`src/rtl/mic_sample_conditioner.sv`:
```
// Microphone sample conditioner: leaky-integrator DC removal, then boxcar decimation
// by 2^DECIM_LOG2, presented on a registered valid/ready output with drop counting.
module mic_sample_conditioner #(
  parameter int DECIM_LOG2 = 2,
  parameter int DC_SHIFT   = 10
) (
  input  logic        clk_i,
  input  logic        rst_ni,
  input  logic [23:0] sample_i,
  input  logic        sample_valid_i,
  output logic [31:0] data_o,
  output logic        valid_o,
  input  logic        ready_i,
  output logic [23:0] dc_estimate_o,
  output logic [15:0] drop_count_o
);

  localparam int AW = 26 + DC_SHIFT;
  localparam int SW = 24 + DECIM_LOG2;
  localparam int PW = (DECIM_LOG2 > 0) ? DECIM_LOG2 : 1;
  localparam logic [PW-1:0] LAST_PHASE = PW'((1 << DECIM_LOG2) - 1);

  logic signed [AW-1:0] dc_acc;
  logic signed [24:0]   dc;
  logic signed [24:0]   diff;
  logic signed [23:0]   diff_sat;
  logic signed [23:0]   hp_q;
  logic                 hp_valid_q;
  logic signed [SW-1:0] sum;
  logic signed [SW-1:0] sum_next;
  logic [PW-1:0]        phase;
  logic                 cand_valid;
  logic signed [23:0]   cand;

  assign dc   = 25'(dc_acc >>> DC_SHIFT);
  assign diff = $signed({sample_i[23], sample_i}) - dc;

  always_comb begin
    diff_sat = diff[23:0];
    if (diff[24] != diff[23]) begin
      diff_sat = diff[24] ? 24'sh800000 : 24'sh7FFFFF;
    end
  end

  // The estimator integrates the raw difference so saturation never biases the DC track.
  always_ff @(posedge clk_i or negedge rst_ni) begin
    if (!rst_ni) begin
      dc_acc        <= '0;
      hp_q          <= '0;
      hp_valid_q    <= 1'b0;
      dc_estimate_o <= '0;
    end else begin
      hp_valid_q    <= sample_valid_i;
      dc_estimate_o <= dc[23:0];
      if (sample_valid_i) begin
        dc_acc <= dc_acc + AW'(diff);
        hp_q   <= diff_sat;
      end
    end
  end

  assign sum_next   = sum + SW'(hp_q);
  assign cand       = 24'(sum_next >>> DECIM_LOG2);
  assign cand_valid = hp_valid_q && (phase == LAST_PHASE);

  always_ff @(posedge clk_i or negedge rst_ni) begin
    if (!rst_ni) begin
      sum   <= '0;
      phase <= '0;
    end else if (hp_valid_q) begin
      if (phase == LAST_PHASE) begin
        sum   <= '0;
        phase <= '0;
      end else begin
        sum   <= sum_next;
        phase <= phase + PW'(1);
      end
    end
  end

  // A held word is never overwritten; a candidate that cannot land is counted and lost.
  always_ff @(posedge clk_i or negedge rst_ni) begin
    if (!rst_ni) begin
      data_o       <= '0;
      valid_o      <= 1'b0;
      drop_count_o <= '0;
    end else if (cand_valid) begin
      if (!valid_o || ready_i) begin
        data_o  <= 32'(cand);
        valid_o <= 1'b1;
      end else if (drop_count_o != 16'hFFFF) begin
        drop_count_o <= drop_count_o + 16'd1;
      end
    end else if (valid_o && ready_i) begin
      valid_o <= 1'b0;
    end
  end

endmodule

```
`config.mk`:
```
export PLATFORM = sky130hd
export DESIGN_NAME = mic_sample_conditioner
export DESIGN_NICKNAME = d
export VERILOG_FILES = /design/src/rtl/mic_sample_conditioner.sv
export SDC_FILE = /design/constraint.sdc
export NUM_CORES = 1
export LEC_CHECK = 0
export BUFFER_PORTS_ARGS = -buffer_cell sky130_fd_sc_hd__buf_4
export CORE_UTILIZATION = 35
export DETAILED_ROUTE_END_ITERATION = 10
export GPL_TIMING_DRIVEN = 0
export PLACE_DENSITY = 0.56
export SLEW_MARGIN = 20
export SYNTH_ARGS = -nofsm -noshare
export SYNTH_HDL_FRONTEND = slang
export SYNTH_SLANG_ARGS = --single-unit
```
`constraint.sdc`:
```
create_clock -name clk_i -period 6.7 [get_ports clk_i]
set_clock_uncertainty 0.2 [all_clocks]
set_input_delay 0.335 -clock clk_i [delete_from_list [all_inputs] [get_ports clk_i]]
set_output_delay 0.335 -clock clk_i [all_outputs]
set_load 0.005 [all_outputs]
```
==> summary.txt <==
Routing
  • Final wirelength: 26.4 mm
  • DRC: 0
  • First-pass DRT Iterations: 5
  • Routed Antenna Nets: 0
  • Vias per std cell: 5.23
  • Wire per inst: between 15 and 20 um
  • DRC marker count from the first detailed-route iteration: between 400 and 500
  • Vias: 8199

Timing
  • Least-Margin Pin Slew: between 1 and 1.5 ns
  • Final number of hold-violating endpoints: 0
  • Unrepaired setup endpoints after global routing: false
  • Fin. max-slew vios: 0
  • TNS Setup: 0 ns
  • Crit path time final: between 5 and 6 ns
  • Period Utilization, post-route: 0.870
  • Max Fclk: around 170 MHz
  • Slew headroom: 0.298
  • # setup viols final: 0

Final layout
  • Commonest non-fill, non-tap cell in the layout: dfrtp_1
  • N_diodes: 0
  • Share of layout cells above drive strength 1: 0.156
  • Area growth, synth to finish: 19.1%
  • Most frequent cells in the layout: 153 x dfrtp_1, 107 x buf_4, 86 x ha_1, 81 x nand2_1, 77 x o21ai_0
  • Post-route design area: roughly 12000 um2
  • Final nets: roughly 1300

Synthesis
  • Synth Cell Area: ~10000 um2
  • Asr flop ratio synth: 1.00
  • Synth Flop Type: dfrtp_1
  • Largest family of logic cells by synthesized area: compound AO/OA/AOI/OAI gates
  • Post-Syn Instances: about 1100
  • Synth Area in Compound Gates: 0.231
  • Area share of fa/ha/maj cells after synthesis: 0.118
  • Synth area leader: dfrtp_1
  • Syn nets: approximately 1200
  • Most area-consuming cells after synthesis: dfrtp_1 38%, ha_1 11%, xnor2_1 4.4%
  • Yosys reg bits: around 150
  • Syn. warnings: 0
  • Post-Synth Simple-Gate Area: 0.118
  • Synth unique cells: 74
  • Post-synthesis xor/xnor area fraction: 0.0736
  • Number of flops mapped to enable cells by yosys: 0
  • Mean Syn Cell Area: approximately 9.6 um2
  • Post-synthesis sequential area ratio: 0.380
  • Synth top area share: 0.380
  • Mux cell area share after synthesis: 0.0353

Global route
  • Largest net degree at the start of global routing: 84
  • Vias in the first global route: between 8000 and 9000
  • Overall Global Routing Usage: 0.186
  • Initial antenna violation count: 0
  • GR Overflow Total: 0
  • Wire length of the first global-routing pass: between 40 and 50 mm

Clock tree
  • H-tree Lvls: 4
  • Setup repair bufs after CTS: 0
  • CTS tree: done
  • Clk sink count: 153
  • CTS Buf Count: 17
  • Reg clk slew, reported paths: roughly 0.08 ns
  • Worst skew pair latency: around 0.44 ns
  • Clock Tree Buf Depth: 2
  • Clock root cell: clkbuf_16

Floorplanning
  • Height of the die: roughly 170 um
  • Core Region: roughly 28000 um2
  • Starting Density: 0.359
  • Io pins: roughly 100
  • Num rows: 61
  • Die area: a little under 30000 um2
  • Die width: between 150 and 200 um

Critical path
  • Worst path required time: ~6.8 ns
  • Critical path launch point type: register
  • CP Data Arrival Time: between 5 and 6 ns
  • Crit path kind: register to register
  • Worst Path Max Fanout: 15
  • Crit path capture type: register

Placement
  • GP Congestion: roughly 0.9
  • Buffers added on ports: 100
  • Post-DP HPWL: just over 20 mm
  • Placed Area: between 10000 and 15000 um2

Outcome
  • Status: completed

Job
  • Maxcap violations: 0

Min path
  • Hold crit path type: register to register
==> critical path, stage by stage, from the launching register on <==
cell and delay, ns:
dfrtp_1 0.46, ha_1 0.22, inv_1 0.06, fa_1 0.42, a211oi_1 0.33, o211ai_1 0.20, a221oi_2 0.59, nor3_1 0.15
o22a_1 0.25, xnor2_1 0.40, inv_1 0.43, ha_1 0.39, clkbuf_1 0.18, a21o_1 0.21, a21o_1 0.18, a21o_1 0.20
a21oi_1 0.15, nor2_1 0.06, a211oi_1 0.22, o31ai_1 0.13, xnor2_1 0.16, mux2i_1 0.09
==> repair_timing <==
| action | CTS | global route |
|---|---|---|
| endpoints found under the hold margin | 72 | 0 |
| resized for setup | 0 | 0 |
| hold buffers | 3 | 0 |
==> through the flow <==
stage               instances  hold slack, ns  utilization  worst slack, ns
global route             1568           0.227        0.428            0.516
global placement         1532           0.197        0.403            0.952
detailed placement       1533           0.131        0.404            0.935
CTS                      1568           0.217        0.428            0.950
floorplan                1054          -0.161            -             1.99
finish                   1568           0.211        0.428            0.869
==> synthesized netlist by cell type, types with 8 or more instances <==
cell,n
dfrtp_1,153
o21a_1,12
o31ai_1,15
nand4_1,14
mux2i_1,13
nand3_1,27
xnor2_1,51
o21ai_0,77
nand2_1,81
o21bai_1,10
clkbuf_1,30
a21oi_1,72
and3_1,11
a21o_1,46
buf_4,8
o2bb2ai_1,19
ha_1,86
mux2_2,20
o211ai_1,21
inv_1,64
a211oi_1,9
xor2_1,31
nor2_1,43
nor2b_1,16
nor3_1,14
==> state kept, by name, summed over array words and instances (netlist names) <==
| signal | flops |
|---|---|
| drop_count_o | 16 |
| hp_q | 24 |
| phase | 2 |
| sum | 26 |
| data_o | 24 |
| valid_o | 1 |
| dc_estimate_o | 24 |
| hp_valid_q | 1 |
| dc_acc | 35 |
==> routing by layer <==
layer  vias to the layer above  track usage  wire (um)
met1                      3910        0.264      13100
met4                         0       0.0404        263
met2                       184        0.299      12000
li1                       4086            -          -
met5                         -            0          0
met3                        19       0.0272       1030
==> final timing paths <==
| kind | startpoint | endpoint | slack, ns | cells past startpoint |
|---|---|---|---|---|
| worst max register to register | dc_acc[10] | dc_acc[32] | 0.87 | 21 |
| worst min-delay path | dc_acc[25] | dc_estimate_o[15] | 0.21 | 0 |
| worst max-delay path | dc_acc[10] | dc_acc[32] | 0.87 | 21 |
| worst min register to register | dc_acc[25] | dc_estimate_o[15] | 0.21 | 0 |
| max in group asynchronous | rst_ni | hp_q[18] | 5.24 | 3 |
| min in group asynchronous | rst_ni | drop_count_o[4] | 0.25 | 2 |
==> area by class of cell <==
type / count / area, um2
buffer: 42 / 198
timing repair buffer: 104 / 816
inverter: 65 / 244
tap: 378 / 473
fill: 2782 / 16000
clock buffer: 17 / 425
clock inverter: 15 / 209
multi-input combinational: 794 / 5800
sequential: 153 / 3830
==> kinds of logic after synthesis <==
group | Yosys count
buf+inv | 107
mux | 33
compound gates | 340
fa+ha+maj | 94
xor+xnor | 83
flops | 153
simple gates | 244
Power is left out: the tool's default activity adds up to more than one toggle a clock period on the data nets, which glitch-free logic cannot reach.
